`src/rtl/game_state_pkg.sv`:
```
// Shared types and default constants for the game-level state manager.
// Imported by the interface, the frame timer's user and the top.
package game_state_pkg;

    typedef enum logic [2:0] {
        S_IDLE,
        S_PLAY,
        S_HIT,
        S_LEVEL_CLEAR,
        S_GAME_OVER
    } game_state_t;

    localparam int DEF_INIT_LIVES    = 3;
    localparam int DEF_INVULN_FRAMES = 60;
    localparam int DEF_CLEAR_FRAMES  = 90;
    localparam int DEF_BONUS_POINTS  = 100;
    localparam int DEF_GOAL_POINTS   = 1000;
    localparam int DEF_SCORE_W       = 16;
    localparam int DEF_LIVES_W       = 3;
    localparam int DEF_LEVEL_W       = 4;

    function automatic logic [31:0] sat_add(
        input logic [31:0] a,
        input logic [31:0] b,
        input logic [31:0] lim
    );
        logic [31:0] s;
        s = a + b;
        return (s > lim) ? lim : s;
    endfunction

endpackage

```
`src/rtl/game_state_manager_if.sv`:
```
// Collision pulses in, game state / HUD / mover controls out.
// master drives the pulses, slave is the state manager.
interface game_state_manager_if
    import game_state_pkg::*;
#(
    parameter int SCORE_W = DEF_SCORE_W,
    parameter int LIVES_W = DEF_LIVES_W,
    parameter int LEVEL_W = DEF_LEVEL_W
);
    logic               startOfFrame;
    logic               start_pulse;
    logic               hit_damage;
    logic               hit_goal;
    logic               hit_bonus;
    game_state_t        state;
    logic [LIVES_W-1:0] lives;
    logic [SCORE_W-1:0] score;
    logic [LEVEL_W-1:0] level;
    logic               freeze;
    logic               blink;
    logic               level_restart;

    modport master (
        output startOfFrame, start_pulse, hit_damage, hit_goal, hit_bonus,
        input  state, lives, score, level, freeze, blink, level_restart
    );

    modport slave (
        input  startOfFrame, start_pulse, hit_damage, hit_goal, hit_bonus,
        output state, lives, score, level, freeze, blink, level_restart
    );
endinterface

```
`src/rtl/game_state_manager_frame_timer.sv`:
```
// Frame-pulse counter with synchronous clear, enable and a
// terminal-count compare supplied by the user each cycle.
module frame_timer #(
    parameter int MAX = 90
) (
    input  logic                       clk,
    input  logic                       resetN,
    input  logic                       clr,
    input  logic                       en,
    input  logic [$clog2(MAX+1)-1:0]   tc,
    output logic [$clog2(MAX+1)-1:0]   count,
    output logic                       done
);
    localparam int W = $clog2(MAX + 1);

    logic [W-1:0] cnt_q, cnt_d;

    always_comb begin
        cnt_d = cnt_q;
        if (clr) begin
            cnt_d = '0;
        end else if (en) begin
            cnt_d = cnt_q + W'(1);
        end
    end

    always_ff @(posedge clk or negedge resetN) begin
        if (!resetN) begin
            cnt_q <= '0;
        end else begin
            cnt_q <= cnt_d;
        end
    end

    assign count = cnt_q;
    assign done  = en && (cnt_q == tc);
endmodule

```
`src/rtl/game_state_manager.sv`:
```
// Game-level state: lives, saturating score, level, invulnerability
// window and level-clear / game-over pauses driven by hit pulses.
module game_state_manager
    import game_state_pkg::*;
#(
    parameter int INIT_LIVES    = DEF_INIT_LIVES,
    parameter int INVULN_FRAMES = DEF_INVULN_FRAMES,
    parameter int CLEAR_FRAMES  = DEF_CLEAR_FRAMES,
    parameter int BONUS_POINTS  = DEF_BONUS_POINTS,
    parameter int GOAL_POINTS   = DEF_GOAL_POINTS,
    parameter int SCORE_W       = DEF_SCORE_W,
    parameter int LIVES_W       = DEF_LIVES_W,
    parameter int LEVEL_W       = DEF_LEVEL_W
) (
    input logic                 clk,
    input logic                 resetN,
    game_state_manager_if.slave bus
);
    localparam int CNT_MAX = (INVULN_FRAMES > CLEAR_FRAMES) ?
                             INVULN_FRAMES : CLEAR_FRAMES;
    localparam int CW = $clog2(CNT_MAX + 1);
    localparam logic [31:0] SCORE_MAX = 32'((64'd1 << SCORE_W) - 64'd1);

    game_state_t        state_q, state_d;
    logic [LIVES_W-1:0] lives_q, lives_d;
    logic [SCORE_W-1:0] score_q, score_d;
    logic [LEVEL_W-1:0] level_q, level_d;
    logic               freeze_q, freeze_d;
    logic               restart_q, restart_d;
    logic [31:0]        sum;
    logic [CW-1:0]      cnt, tc;
    logic               tmr_clr, tmr_en, tmr_done;

    // One timer serves both pauses; the terminal count follows the state.
    assign tc = (state_q == S_HIT) ? CW'(INVULN_FRAMES - 1)
                                   : CW'(CLEAR_FRAMES - 1);
    assign tmr_en = bus.startOfFrame &&
                    (state_q == S_HIT || state_q == S_LEVEL_CLEAR);
    assign tmr_clr = (state_d != state_q);

    frame_timer #(.MAX(CNT_MAX)) u_timer (
        .clk   (clk),
        .resetN(resetN),
        .clr   (tmr_clr),
        .en    (tmr_en),
        .tc    (tc),
        .count (cnt),
        .done  (tmr_done)
    );

    always_comb begin
        state_d   = state_q;
        lives_d   = lives_q;
        score_d   = score_q;
        level_d   = level_q;
        restart_d = 1'b0;
        sum = sat_add(32'(score_q),
                      bus.hit_bonus ? 32'(BONUS_POINTS) : 32'd0,
                      SCORE_MAX);
        unique case (state_q)
            S_IDLE, S_GAME_OVER: begin
                if (bus.start_pulse) begin
                    state_d   = S_PLAY;
                    lives_d   = LIVES_W'(INIT_LIVES);
                    score_d   = '0;
                    level_d   = LEVEL_W'(1);
                    restart_d = 1'b1;
                end
            end
            S_PLAY: begin
                if (bus.hit_damage) begin
                    if (lives_q > LIVES_W'(1)) begin
                        lives_d = lives_q - LIVES_W'(1);
                        state_d = S_HIT;
                    end else begin
                        lives_d = '0;
                        state_d = S_GAME_OVER;
                    end
                end else if (bus.hit_goal) begin
                    sum     = sat_add(sum, 32'(GOAL_POINTS), SCORE_MAX);
                    state_d = S_LEVEL_CLEAR;
                end
                score_d = SCORE_W'(sum);
            end
            S_HIT: begin
                if (bus.hit_goal) begin
                    sum     = sat_add(sum, 32'(GOAL_POINTS), SCORE_MAX);
                    state_d = S_LEVEL_CLEAR;
                end else if (tmr_done) begin
                    state_d = S_PLAY;
                end
                score_d = SCORE_W'(sum);
            end
            S_LEVEL_CLEAR: begin
                if (tmr_done) begin
                    state_d   = S_PLAY;
                    restart_d = 1'b1;
                    level_d   = (level_q == {LEVEL_W{1'b1}}) ?
                                LEVEL_W'(1) : level_q + LEVEL_W'(1);
                end
            end
            default: state_d = S_IDLE;
        endcase
        freeze_d = !(state_d == S_PLAY || state_d == S_HIT);
    end

    always_ff @(posedge clk or negedge resetN) begin
        if (!resetN) begin
            state_q   <= S_IDLE;
            lives_q   <= LIVES_W'(INIT_LIVES);
            score_q   <= '0;
            level_q   <= LEVEL_W'(1);
            freeze_q  <= 1'b1;
            restart_q <= 1'b0;
        end else begin
            state_q   <= state_d;
            lives_q   <= lives_d;
            score_q   <= score_d;
            level_q   <= level_d;
            freeze_q  <= freeze_d;
            restart_q <= restart_d;
        end
    end

    assign bus.state         = state_q;
    assign bus.lives         = lives_q;
    assign bus.score         = score_q;
    assign bus.level         = level_q;
    assign bus.freeze        = freeze_q;
    assign bus.blink         = (state_q == S_HIT) && cnt[2];
    assign bus.level_restart = restart_q;
endmodule

```
`src/flat_wrapper.sv`:
```
// flat-port wrapper written by rule: the top's interface ports become plain ports
module game_state_manager_flat import game_state_pkg::*;
#(
    parameter int INIT_LIVES    = DEF_INIT_LIVES,
    parameter int INVULN_FRAMES = DEF_INVULN_FRAMES,
    parameter int CLEAR_FRAMES  = DEF_CLEAR_FRAMES,
    parameter int BONUS_POINTS  = DEF_BONUS_POINTS,
    parameter int GOAL_POINTS   = DEF_GOAL_POINTS,
    parameter int SCORE_W       = DEF_SCORE_W,
    parameter int LIVES_W       = DEF_LIVES_W,
    parameter int LEVEL_W       = DEF_LEVEL_W
)
  (clk, resetN, bus_startOfFrame, bus_start_pulse, bus_hit_damage, bus_hit_goal, bus_hit_bonus, bus_state, bus_lives, bus_score, bus_level, bus_freeze, bus_blink, bus_level_restart);
  game_state_manager_if #(.SCORE_W(SCORE_W), .LIVES_W(LIVES_W), .LEVEL_W(LEVEL_W)) bus_i ();
  input logic clk;
  input logic resetN;
  input wire logic [$bits(bus_i.startOfFrame)-1:0] bus_startOfFrame;
  input wire logic [$bits(bus_i.start_pulse)-1:0] bus_start_pulse;
  input wire logic [$bits(bus_i.hit_damage)-1:0] bus_hit_damage;
  input wire logic [$bits(bus_i.hit_goal)-1:0] bus_hit_goal;
  input wire logic [$bits(bus_i.hit_bonus)-1:0] bus_hit_bonus;
  output wire logic [$bits(bus_i.state)-1:0] bus_state;
  output wire logic [$bits(bus_i.lives)-1:0] bus_lives;
  output wire logic [$bits(bus_i.score)-1:0] bus_score;
  output wire logic [$bits(bus_i.level)-1:0] bus_level;
  output wire logic [$bits(bus_i.freeze)-1:0] bus_freeze;
  output wire logic [$bits(bus_i.blink)-1:0] bus_blink;
  output wire logic [$bits(bus_i.level_restart)-1:0] bus_level_restart;
  assign bus_i.startOfFrame = bus_startOfFrame;
  assign bus_i.start_pulse = bus_start_pulse;
  assign bus_i.hit_damage = bus_hit_damage;
  assign bus_i.hit_goal = bus_hit_goal;
  assign bus_i.hit_bonus = bus_hit_bonus;
  assign bus_state = bus_i.state;
  assign bus_lives = bus_i.lives;
  assign bus_score = bus_i.score;
  assign bus_level = bus_i.level;
  assign bus_freeze = bus_i.freeze;
  assign bus_blink = bus_i.blink;
  assign bus_level_restart = bus_i.level_restart;
  game_state_manager #(.INIT_LIVES(INIT_LIVES), .INVULN_FRAMES(INVULN_FRAMES), .CLEAR_FRAMES(CLEAR_FRAMES), .BONUS_POINTS(BONUS_POINTS), .GOAL_POINTS(GOAL_POINTS), .SCORE_W(SCORE_W), .LIVES_W(LIVES_W), .LEVEL_W(LEVEL_W)) u_core (.clk(clk), .resetN(resetN), .bus(bus_i));
endmodule
```
`config.mk`:
```
export PLATFORM = sky130hd
export DESIGN_NAME = game_state_manager_flat
export DESIGN_NICKNAME = d
export VERILOG_FILES = /design/src/rtl/game_state_pkg.sv /design/src/rtl/game_state_manager_if.sv /design/src/rtl/game_state_manager_frame_timer.sv /design/src/rtl/game_state_manager.sv /design/src/flat_wrapper.sv
export SDC_FILE = /design/constraint.sdc
export NUM_CORES = 1
export LEC_CHECK = 0
export ABC_AREA = 1
export ABC_CLOCK_PERIOD_IN_PS = 2500
export CAP_MARGIN = 20
export CORE_ASPECT_RATIO = 2
export CORE_MARGIN = 1
export CORE_UTILIZATION = 36
export CTS_BUF_LIST = sky130_fd_sc_hd__clkbuf_4
export DETAILED_ROUTE_END_ITERATION = 8
export GPL_TIMING_DRIVEN = 0
export SYNTH_ARGS = -nofsm -noshare
export SYNTH_HDL_FRONTEND = slang
export SYNTH_SLANG_ARGS = --single-unit
```
`constraint.sdc`:
```
create_clock -name clk -period 2.5 [get_ports clk]
set_input_delay 0.75 -clock clk [delete_from_list [all_inputs] [get_ports clk]]
set_output_delay 0.75 -clock clk [all_outputs]
set_load 0.02 [all_outputs]
```
# Word-level counts from Yosys, hierarchy flattened
# Index checks and enable logic that the tools add are counted.
[word_totals]
ff_bits = 35
in_bits = 7
out_inout_bits = 29
elab_cells = 70
[op_classes]
add_sub_neg = 5
n_lt_le_gt_ge = 3
eq_ne = 12
muxes = 28
n_reduce_logical = 15
[op_table]
columns = ["op", "n"]
rows = [
  ["greater-than comparator 32 x 16 -> 1 bit, second input constant", 2],
  ["2-to-1 mux 16 bit", 4],
  ["one-hot mux 16 bit (3 select lines)", 1],
  ["adder 16 x 32 -> 32 bit", 1],
  ["adder 32 x 10 -> 32 bit, second input constant", 1],
  ["2-to-1 mux 32 bit", 1],
  ["2-to-1 mux 7 bit", 4],
  ["2-to-1 mux 3 bit", 9],
  ["2-to-1 mux 4 bit", 3],
  ["one-hot mux 3 bit (4 select lines)", 1],
  ["== test 3 x 2 -> 1 bit, second input constant", 3],
  ["one-hot mux 4 bit (2 select lines)", 1],
  ["adder 7 x 1 -> 7 bit, second input constant", 1],
  ["== test 7 bit", 1],
  ["== test 3 x 1 -> 1 bit, second input constant", 2],
  ["one-hot mux 3 bit (2 select lines)", 1],
  ["AND reduction 3 bit", 2],
  ["nonzero test 2 bit", 3],
  ["adder 4 x 1 -> 4 bit, second input constant", 1],
  ["== test 4 bit, second input constant", 1],
  ["!= test 2 bit, second input constant", 2],
  ["== test 3 bit, second input constant", 1],
  ["greater-than comparator 3 x 1 -> 1 bit, second input constant", 1],
  ["logical AND 1 bit", 3],
  ["other kinds (11)", 13],
]

# Logic depth before layout (Yosys ltp)
# Gate-level depths: netlist (run 1).
[depth]
ltp_word = 10
mapped_depth = 17
mapped_depth_nobuf = 17

# Cells and area by module
# Synthesis (run 1) repeated with hierarchy kept, for this count alone.
[unflattened]
cells_unflattened = 474
hier_area_um2 = 3078.0
[by_module_without_submodules]
columns = ["module", "instances", "cells_each", "area_each_um2"]
rows = [
  ["game_state_manager", 1, 404, 2590.0],
  ["frame_timer", 1, 70, 488.0],
]

# Worst setup path before layout (run 1)
# Ideal clock, no wire load.
[synth_timing]
kind = "input-to-reg"
startpoint = "input bus_hit_bonus"
endpoint = "register u_core.score_q[15] (netlist: u_core.bus.score[15])"
setup_time_ns = 0.077
t_arrival_ns = 2.824
required_time_ns = 2.423
path_slack_ns = -0.402
path_stages = 17
n_path_buf = 0
cell_sequence = "ha_1 ha_1 nand3_1 nor2_1 nor2_1 nor2_1 or2_2 ha_1 inv_1 nand2_1 a21oi_1 nand3_1 nand3_1 nand2_1 nand3_2 nand2_1 a21oi_1"
[synth_via]
elab_chain_len = 10
[synth_rtl]
columns = ["element", "line", "source"]
rows = [
  ["start, declared", "flat_wrapper.sv:21", "input wire logic [$bits(bus_i.hit_bonus)-1:0] bus_hit_bonus;"],
  ["2-to-1 mux 7 bit (*)", "game_state_manager.sv:58", "bus.hit_bonus ? 32'(BONUS_POINTS) : 32'd0,"],
  ["adder 16 x 32 -> 32 bit (*)", "game_state_pkg.sv:28", "s = a + b;"],
  ["greater-than comparator 32 x 16 -> 1 bit", "game_state_pkg.sv:29", "return (s > lim) ? lim : s;"],
  ["2-to-1 mux 32 bit (*)", "game_state_pkg.sv:29", ""],
  ["adder 32 x 10 -> 32 bit", "game_state_pkg.sv:28", ""],
  ["greater-than comparator 32 x 16 -> 1 bit", "game_state_pkg.sv:29", ""],
  ["2-to-1 mux 16 bit", "game_state_pkg.sv:29", ""],
  ["2-to-1 mux 16 bit", "game_state_manager.sv:79, game_state_manager.sv:86", ""],
  ["2-to-1 mux 16 bit", "game_state_manager.sv:71", "if (bus.hit_damage) begin"],
  ["one-hot mux 16 bit (3 select lines) (*)", "game_state_manager.sv:60", "unique case (state_q)"],
  ["end signal, assigned", "game_state_manager.sv:118", "score_q <= score_d;"],
  ["end, declared", "game_state_manager.sv:26", "logic [SCORE_W-1:0] score_q, score_d;"],
]
# Mark *: on every way between the ends. The rest lies on a longest branch, timed or not.
# A chain may end at the register's enable or synchronous reset.

# Final worst setup path (run 1)
[layout_timing]
startpoint = "input bus_hit_bonus"
endpoint = "register u_core.score_q[9] (netlist: u_core.bus.score[9])"
# Same word-level chain as after synthesis.

==> results of run 1 <==
## Yosys cell counts, drive strengths merged, types with 2 or more instances
| cell | count |
|---|---|
| nand2 | 122 |
| a21oi | 34 |
| xor2 | 10 |
| dfstp | 4 |
| ha | 8 |
| buf | 3 |
| nand3 | 46 |
| nor4 | 2 |
| inv | 51 |
| dfrtp | 31 |
| nand3b | 7 |
| nand4 | 5 |
| o21ai | 16 |
| nor3 | 4 |
| or2 | 3 |
| nor2 | 64 |
| xnor2 | 4 |
| clkbuf | 3 |
## cell type report
class	instances	area, um^2
fill	832	3933
multi-input combinational	334	1971
sequential	35	882.1
timing repair buffer	48	465.4
inverter	52	195.2
tap	94	117.6
buffer	6	38.79
clock buffer	5	37.54
clock inverter	3	15.01
antenna	1	2.502
## metal layers
layer / up-vias / track usage / share of wire
met2: 68 / 0.4191 / 0.59
met4: 0 / 0.1330 / 0.047
met5: - / 0 / 0
li1: 1495 / - / -
met3: 22 / 0.02224 / 0.025
met1: 1418 / 0.1873 / 0.34
## path summary, 6_finish.rpt
check,startpoint,endpoint,slack [ps],cells past startpoint
setup / recovery,bus_hit_bonus,u_core.bus.score[9]$_DFFE_PN0P_,-30,18
hold / removal,resetN,u_core.bus.score[8]$_DFFE_PN0P_,460,1
setup reg to reg,u_core.bus.score[2]$_DFFE_PN0P_,u_core.bus.score[9]$_DFFE_PN0P_,20,17
hold reg to reg,u_core.bus.lives[1]$_DFFE_PN1P_,u_core.bus.lives[1]$_DFFE_PN1P_,520,2
max in group asynchronous,resetN,u_core.bus.score[5]$_DFFE_PN0P_,1490,1
min in group clk,u_core.bus.lives[1]$_DFFE_PN1P_,u_core.bus.lives[1]$_DFFE_PN1P_,520,2
## worst max-delay path, stage by stage
cell and delay [ps]:
buf_12 110, ha_4 160, ha_4 170, nand3_4 70, nor2_4 50, nor2_4 130
nor2_4 60, or2_4 280, ha_4 160, inv_2 40, nand2_2 50, a21oi_4 160
buf_4 130, nand3_2 70, xor2_1 180, nand2_1 60, nand2_1 40, a21oi_1 130
## sequential cells by signal, indices dropped and copies added, names as in the netlist
name,cells
u_core.bus.score,16
u_core.u_timer.count,7
u_core.bus.level,4
u_core.bus.lives,3
u_core.bus.state,3
u_core.bus.freeze,1
u_core.bus.level_restart,1
## power by group through the flow
stage	sequential (uW)	clock, uW	combinational, uW
global placement	1110	0	2820
finish	1090	314	3150
CTS	1090	331	2930
detailed placement	1110	0	2830
global route	1130	350	3470
floorplan	1280	0	1800
## cells by family (layout without fill, tap and decap cells)
kind of cell,after synthesis,count (layout)
DFF,35,35
other,0,1
AOI/OAI and AO/OA,58,58
xor gates and xnor gates,14,14
buffers and inverters,58,114
adders and majority gates,8,8
and+or+nand+nor,253,254
## per-stage QoR
step	power [uW]	setup slack [ps]	hold slack, ps
2_1_floorplan	3076	-105.5	454.4
3_3_place_gp	3925	-1059	500.5
3_5_place_dp	3941	-1076	511.7
4_1_cts	4357	-20.14	469.8
5_1_grt	4957	-130.7	511.5
6_report	4557	-29.31	462.3
## timing repair
item                       in CTS  in global routing
pin swaps                       8                 16
setup endpoints to repair      17                 22
setup buffers                   8                  4
gates cloned                    0                  2
resized for setup              11                 30
==> impl_metrics.env, run 1 <==
export IMPL_start_util=0.3740
export IMPL_switching_share=0.5184
export IMPL_syn_nets=441
export IMPL_critPathKind="input pin to flop"
export IMPL_viasPerCell=5.196
export IMPL_cp_required_ps=2790
export IMPL_synthCells=426
export IMPL_grt_max_degree=36
export IMPL_fin_crit_ps=2529
export IMPL_clock_root_buffer="clkbuf_4"
export IMPL_ys_warn_count=0
export IMPL_clkLatencyLatePin_ps=360
export IMPL_finalHoldViolCount=0
export IMPL_synth_area_leaders="dfrtp_1 27%, nand2_1 15%, nor2_1 7.6%"
export IMPL_run_status="finished with violations"
export IMPL_synth_simple_area_share=0.4181
export IMPL_final_area_um2=3725
export IMPL_synth_compound_area_frac=0.1162
export IMPL_finalSetupViolCount=1
export IMPL_finalCritPeriodShare=1.012
export IMPL_synth_xor_area_share=0.04281
export IMPL_portBuffers=35
export IMPL_max_freq_mhz=395.4
export IMPL_drt_wl_total_um=8248
export IMPL_grt_pass1_wl_um=13430
export IMPL_syn_area_um2=2864
export IMPL_p_leak_uw=0.001752
export IMPL_wire_per_inst_um=14.27
export IMPL_io_pins=36
export IMPL_fin_util=0.4864
export IMPL_yosys_area_top_type="dfrtp_1"
export IMPL_grt_util_all_layers=0.2095
export IMPL_powerDensity_nw_per_um2=1223
export IMPL_cts_hold_buf=0
export IMPL_hpwl_um=6306
export IMPL_synth_area_per_cell_um2=6.723
export IMPL_nNetsFinal=497
export IMPL_gr_total_overflow=0
export IMPL_ys_ff_latch=35
export IMPL_relSlewSlack=0.4649
export IMPL_post_synth_top_area_fraction=0.2709
export IMPL_power_internal_uw=2195
export IMPL_clockPowerShare=0.069
export IMPL_ys_seq_area_frac=0.3076
export IMPL_setup_tns_ps=-29.31
export IMPL_setup_ws_ps=-29.31
export IMPL_drv_cap=0
export IMPL_path_max_fanout=3
export IMPL_cts_buffers=5
export IMPL_worst_setup_path_start_kind="input pin"
export IMPL_die_height_um=128.1
export IMPL_synth_distinct_cells=41
export IMPL_ir_worst_vdd_uv=571.5
export IMPL_synthMuxAreaShare=0
export IMPL_drt_iter0_drc=119
export IMPL_dr_pass1_iters=4
export IMPL_violations="setup timing"
export IMPL_worst_pin_slew_ps=802.7
export IMPL_fin_cells=578
export IMPL_hold_class="input pin to asynchronous set/reset pin"
export IMPL_synth_edf_count=0
export IMPL_synthFlopType="dfrtp_1"
export IMPL_drive_above_1_share=0.2008
export IMPL_dp_cells=555
export IMPL_drc=0
export IMPL_synth_top_family_by_area="simple AND/OR/NAND/NOR gates"
export IMPL_crit_path_end_kind="flop"
export IMPL_grt_pass1_vias=3042
export IMPL_synthToLayoutAreaGrowth_pct=30.06
export IMPL_ant_nets=0
export IMPL_mostFrequentLayoutCell="nand2_1"
export IMPL_dieArea_um2=8338
export IMPL_grt_setup_unrepaired="true"
export IMPL_clk_pin_slew_ps=130
export IMPL_std_cell_rows=45
export IMPL_final_cell_mix="105 x nand2_1, 53 x nor2_1, 49 x inv_1"
export IMPL_clock_sink_count=35
export IMPL_htreeDepth=2
export IMPL_grt_antenna_before_repair=1
export IMPL_clockBufferDepth=2
export IMPL_cts_tree="yes"
export IMPL_core_area_um2=7657
export IMPL_cp_arrival_ps=2820
export IMPL_seq_power_share=0.240
export IMPL_gp_congestion=0.9367
export IMPL_placed_area_um2=3418
export IMPL_switchingPower_uw=2362
export IMPL_async_flop_share=1.000
export IMPL_p_comb_frac=0.691
export IMPL_chipWidth_um=65.07
export IMPL_maxSlewViolCount=0
export IMPL_clock_skew_ps=22.85
export IMPL_yosys_area_share_adder=0.03495
export IMPL_via_count=3003
Power figures use the tool's default switching activity.
==> run 2: changes to the inputs <==
ABC_CLOCK_PERIOD_IN_PS = 3100   (was 2500)
SKIP_CTS_REPAIR_TIMING = 1   (was not set)
clock period = 3.1 ns   (was 2.5 ns; I/O delays follow)
==> run 2 against run 1 <==
Compared with the run above: highest routed layer unchanged; via count decreased by 2.4%; clock power fell by 16%; final cell count is 1.9% lower; critical path depth is 1 lower; sequential power down 20%; sequential cell count is the same; critical endpoint is now u_core.bus.score[13]$_DFFE_PN0P_; worst setup slack improved by 160 ps; worst hold slack improved by 64 ps; critical path type unchanged; the flow now finishes without violations.
==> impl_metrics.env, run 2 (same netlist as run 1, synthesis figures left out) <==
export IMPL_grt_pass1_vias=2986
export IMPL_power_internal_uw=1643
export IMPL_final_cell_mix="110 x nand2_1, 56 x nor2_1, 50 x inv_1"
export IMPL_p_comb_frac=0.670
export IMPL_drv_cap=0
export IMPL_nFillCells=841
export IMPL_hold_path_cell_count=2
export IMPL_path_max_fanout=6
export IMPL_relSlewSlack=0.4504
export IMPL_htreeDepth=2
export IMPL_dr_pass1_iters=4
export IMPL_largest_reg_flops=16
export IMPL_fin_util=0.4554
export IMPL_finalSetupViolCount=0
export IMPL_clockPowerShare=0.077
export IMPL_finalHoldViolCount=0
export IMPL_critPathKind="input pin to flop"
export IMPL_start_util=0.3740
export IMPL_crit_path_end_kind="flop"
export IMPL_crit_start="bus_hit_bonus"
export IMPL_clock_skew_ps=17.48
export IMPL_nNetsFinal=486
export IMPL_portBuffers=35
export IMPL_via_count=2931
export IMPL_grt_pass1_wl_um=13440
export IMPL_cts_buffers=5
export IMPL_fin_crit_ps=2968
export IMPL_dp_cells=555
export IMPL_r2r_start="u_core.bus.score[2]$_DFFE_PN0P_"
export IMPL_worst_pin_slew_ps=824.4
export IMPL_reg2reg_depth=17
export IMPL_die_height_um=128.1
export IMPL_std_cell_rows=45
export IMPL_clock_root_buffer="clkbuf_4"
export IMPL_cts_tree="yes"
export IMPL_drc=0
export IMPL_cp_arrival_ps=3270
export IMPL_seq_power_share=0.253
export IMPL_ant_nets=0
export IMPL_rr_endpoint="u_core.bus.score[13]$_DFFE_PN0P_"
export IMPL_clkLatencyLatePin_ps=370
export IMPL_hold_class="flop to flop"
export IMPL_finalCritPeriodShare=0.9573
export IMPL_holdWs_ps=526.5
export IMPL_synthToLayoutAreaGrowth_pct=21.76
export IMPL_chipWidth_um=65.07
export IMPL_switching_share=0.5245
export IMPL_ir_worst_vdd_uv=475.6
export IMPL_gr_total_overflow=0
export IMPL_grt_util_all_layers=0.2135
export IMPL_crit_end="u_core.bus.score[13]$_DFFE_PN0P_"
export IMPL_clk_pin_slew_ps=120
export IMPL_fin_cells=567
export IMPL_wire_per_inst_um=14.69
export IMPL_run_status="finished clean"
export IMPL_dieArea_um2=8338
export IMPL_mostFrequentLayoutCell="nand2_1"
export IMPL_clockBufferDepth=2
export IMPL_core_area_um2=7657
export IMPL_p_leak_uw=0.001666
export IMPL_hpwl_um=6517
export IMPL_clock_sink_count=35
export IMPL_grt_antenna_before_repair=1
export IMPL_io_pins=36
export IMPL_switchingPower_uw=1812
export IMPL_drt_wl_total_um=8330
export IMPL_drive_above_1_share=0.1398
export IMPL_gp_congestion=0.9212
export IMPL_max_freq_mhz=337.0
export IMPL_timing_reg2reg_setup_slack_ps=370
export IMPL_worst_setup_path_start_kind="input pin"
export IMPL_powerDensity_nw_per_um2=990.9
export IMPL_maxSlewViolCount=0
export IMPL_grt_max_degree=36
export IMPL_viasPerCell=5.169
export IMPL_cp_required_ps=3410
export IMPL_drt_iter0_drc=142
[run 2: how the worst min path moves through the flow]
stage,slack (ps),endpoint,startpoint
after global routing,550,u_core.bus.lives[1]$_DFFE_PN1P_,u_core.bus.lives[1]$_DFFE_PN1P_
final,530,u_core.bus.lives[1]$_DFFE_PN1P_,u_core.bus.lives[1]$_DFFE_PN1P_
after floorplan,520,u_core.u_timer.count[6]$_DFFE_PN0P_,u_core.u_timer.count[6]$_DFFE_PN0P_
after global placement,500,u_core.bus.lives[1]$_DFFE_PN1P_,u_core.bus.lives[1]$_DFFE_PN1P_
after detailed placement,510,u_core.bus.lives[1]$_DFFE_PN1P_,u_core.bus.lives[1]$_DFFE_PN1P_
after CTS,530,u_core.bus.lives[1]$_DFFE_PN1P_,u_core.bus.lives[1]$_DFFE_PN1P_
[run 2: power by group through the flow]
stage	clock network, uW	registers, uW	logic [uW]
after floorplan	0	1010	1360
after global placement	0	877	2170
after detailed placement	0	878	2200
after CTS	274	868	2220
after global routing	284	909	2580
final	265	876	2310
[run 2: final cells by class]
class,count,area (um^2),share of cell area
tap,94,117.6,0.03373
inverter,52,195.2,0.05597
antenna,1,2.502,0.0007176
clock buffer,6,45.04,0.01292
buffer,6,35.03,0.01005
multi-input combinational,333,1841,0.5278
timing repair buffer,38,362.8,0.1041
sequential,35,880.8,0.2526
clock inverter,2,7.507,0.002153
[run 2: worst max-delay path, stage by stage]
cell,delay (ps)
buf_2,160
ha_1,350
nand3_2,100
nor2_1,60
nor2_2,230
nor2_4,90
or2_4,260
ha_2,190
inv_1,50
nand2_1,70
a21oi_2,200
nand3_4,150
nand2_2,90
nand2_1,50
nand2_1,80
a21oi_2,70
a21oi_2,150
[run 2: per-layer routing]
layer | wire length, um | up-vias | GRT usage
met4 | 514 | 0 | 0.1688
met3 | 247 | 30 | 0.02669
met1 | 2815 | 1352 | 0.1916
li1 | - | 1469 | -
met5 | 0 | - | 0
met2 | 4752 | 80 | 0.4075
[run 2: stage by stage]
| step | area, um^2 | power (uW) | TNS [ps] | setup slack (ps) |
|---|---|---|---|---|
| global route | 3487 | 3768 | -39.85 | -19.95 |
| finish | 3487 | 3455 | 0 | 132.5 |
| CTS | 3379 | 3357 | -5080 | -762.0 |
| global placement | 3332 | 3048 | -11290 | -1139 |
| floorplan | 2864 | 2376 | 0 | 18.15 |
| detailed placement | 3327 | 3080 | -11370 | -1146 |
==> run 3: changes to the inputs <==
ABC_CLOCK_PERIOD_IN_PS = 3800   (was 3100)
HOLD_SLACK_MARGIN = 0.03   (was not set)
clock period = 3.8 ns   (was 3.1 ns; I/O delays follow)
==> run 3 against run 2 <==
Compared with the run above: register-to-register slack better by 510 ps; final cell count is 0.53% lower; sequential cell count unchanged; worst setup slack improved by 240 ps; global-route usage unchanged; clock power fell by 17%; count of clock-buffer cells in the layout unchanged; non-clock buffer count decreased by 3; critical endpoint unchanged; combinational power decreased by 20%; worst hold slack barely moved; critical path depth up 1; clock skew rose by 0.53 ps.
==> impl_metrics.env, run 3 (same netlist as run 1, synthesis figures left out) <==
export IMPL_drv_cap=0
export IMPL_path_max_fanout=6
export IMPL_drive_above_1_share=0.1173
export IMPL_std_cell_rows=45
export IMPL_dieArea_um2=8338
export IMPL_grt_max_degree=36
export IMPL_die_height_um=128.1
export IMPL_clock_root_buffer="clkbuf_4"
export IMPL_drt_iter0_drc=111
export IMPL_placed_area_um2=3327
export IMPL_clockBufferDepth=2
export IMPL_io_pins=36
export IMPL_cts_buffers=5
export IMPL_r2r_start="u_core.bus.score[2]$_DFFE_PN0P_"
export IMPL_ant_nets=0
export IMPL_drc=0
export IMPL_crit_path_end_kind="flop"
export IMPL_clock_skew_ps=18.01
export IMPL_hpwl_um=6517
export IMPL_final_area_um2=3418
export IMPL_fin_crit_ps=3423
export IMPL_htreeDepth=2
export IMPL_worst_setup_path_start_kind="input pin"
export IMPL_crit_start="bus_hit_bonus"
export IMPL_grt_util_all_layers=0.2135
export IMPL_grt_pass1_wl_um=13440
export IMPL_cp_arrival_ps=3730
export IMPL_final_cell_mix="111 x nand2_1, 56 x nor2_1, 50 x inv_1"
export IMPL_clock_sink_count=35
export IMPL_ir_worst_vdd_uv=385.5
export IMPL_wire_per_inst_um=14.69
export IMPL_start_util=0.3740
export IMPL_cts_tree="yes"
export IMPL_grt_pass1_vias=2986
export IMPL_gr_total_overflow=0
export IMPL_critPathKind="input pin to flop"
export IMPL_holdWs_ps=526.9
export IMPL_via_count=2929
export IMPL_setup_tns_ps=0
export IMPL_powerDensity_nw_per_um2=810.4
export IMPL_hold_class="flop to flop"
export IMPL_core_area_um2=7657
export IMPL_finalSetupViolCount=0
export IMPL_grt_setup_unrepaired="false"
export IMPL_synthToLayoutAreaGrowth_pct=19.35
export IMPL_cp_required_ps=4110
export IMPL_run_status="finished clean"
export IMPL_viasPerCell=5.193
export IMPL_clkLatencyLatePin_ps=370
export IMPL_grt_antenna_before_repair=1
export IMPL_hold_start="u_core.bus.lives[1]$_DFFE_PN1P_"
export IMPL_worst_pin_slew_ps=826.3
export IMPL_portBuffers=35
export IMPL_maxSlewViolCount=0
export IMPL_drt_wl_total_um=8284
export IMPL_dr_pass1_iters=4
export IMPL_finalCritPeriodShare=0.9007
export IMPL_clk_pin_slew_ps=120
export IMPL_nNetsFinal=483
export IMPL_finalHoldViolCount=0
export IMPL_gp_congestion=0.9212
export IMPL_relSlewSlack=0.4492
export IMPL_chipWidth_um=65.07
export IMPL_largest_reg_flops=16
export IMPL_max_freq_mhz=292.2
export IMPL_mostFrequentLayoutCell="nand2_1"
export IMPL_p_leak_uw=0.001661
-- run 3: area by class of cell --
class                           instances  area, um^2
Clock buffer                            6       45.04
Tap cell                               94       117.6
Clock inverter                          2       7.507
Fill cell                             846        4239
Antenna cell                            1       2.502
Multi-Input combinational cell        333        1787
Inverter                               52       195.2
Sequential cell                        35       880.8
Timing Repair Buffer                   35       347.8
Buffer                                  6       35.03
-- run 3: power breakdown --
group	switching [uW]	leakage [uW]	internal, uW	total (uW)
Sequential	182	0.000427	530	711
Combinational	1140	0.00120	700	1840
Clock	143	0.0000307	75.8	219
Total	1460	0.00166	1310	2770
-- run 3: worst paths after layout --
kind / endpoint / slack, ps / cells past startpoint
min in group asynchronous: u_core.bus.score[15]$_DFFE_PN0P_ / 850 / 1
worst min-delay path: u_core.bus.lives[1]$_DFFE_PN1P_ / 530 / 2
worst max register to register: u_core.bus.score[13]$_DFFE_PN0P_ / 880 / 17
max in group asynchronous: u_core.u_timer.count[5]$_DFFE_PN0P_ / 2410 / 1
worst max-delay path: u_core.bus.score[13]$_DFFE_PN0P_ / 380 / 18
worst min register to register: u_core.bus.lives[1]$_DFFE_PN1P_ / 530 / 2
-- run 3: per-stage QoR --
step | setup WS (ps) | utilization | instances | power (uW)
after floorplan | 508.2 | - | 426 | 1939
after global placement | -648.7 | 0.4351 | 555 | 2486
after detailed placement | -656.5 | 0.4345 | 555 | 2513
final | 377.4 | 0.4464 | 564 | 2770
after CTS | -272.0 | 0.4413 | 563 | 2739
after global routing | 173.6 | 0.4464 | 564 | 3015
-- run 3: layer usage --
metal	GRT usage	up-vias	wire length, um
met4	0.1688	0	479
met2	0.4075	71	4727
met1	0.1916	1366	2883
met3	0.02669	28	194
li1	-	1464	-
met5	0	-	0
-- run 3: critical path: stages --
cell and delay, ps:
dlymetal6s2s_1 200, ha_4 210, ha_1 230, nand3_1 130, nor2_1 70, nor2_2 200
nor2_2 100, or2_2 330, ha_1 220, inv_1 50, nand2_1 70, a21oi_2 200
nand3_4 130, nand2_1 100, nand2_1 50, nand2_1 70, a21oi_1 80, a21oi_2 140
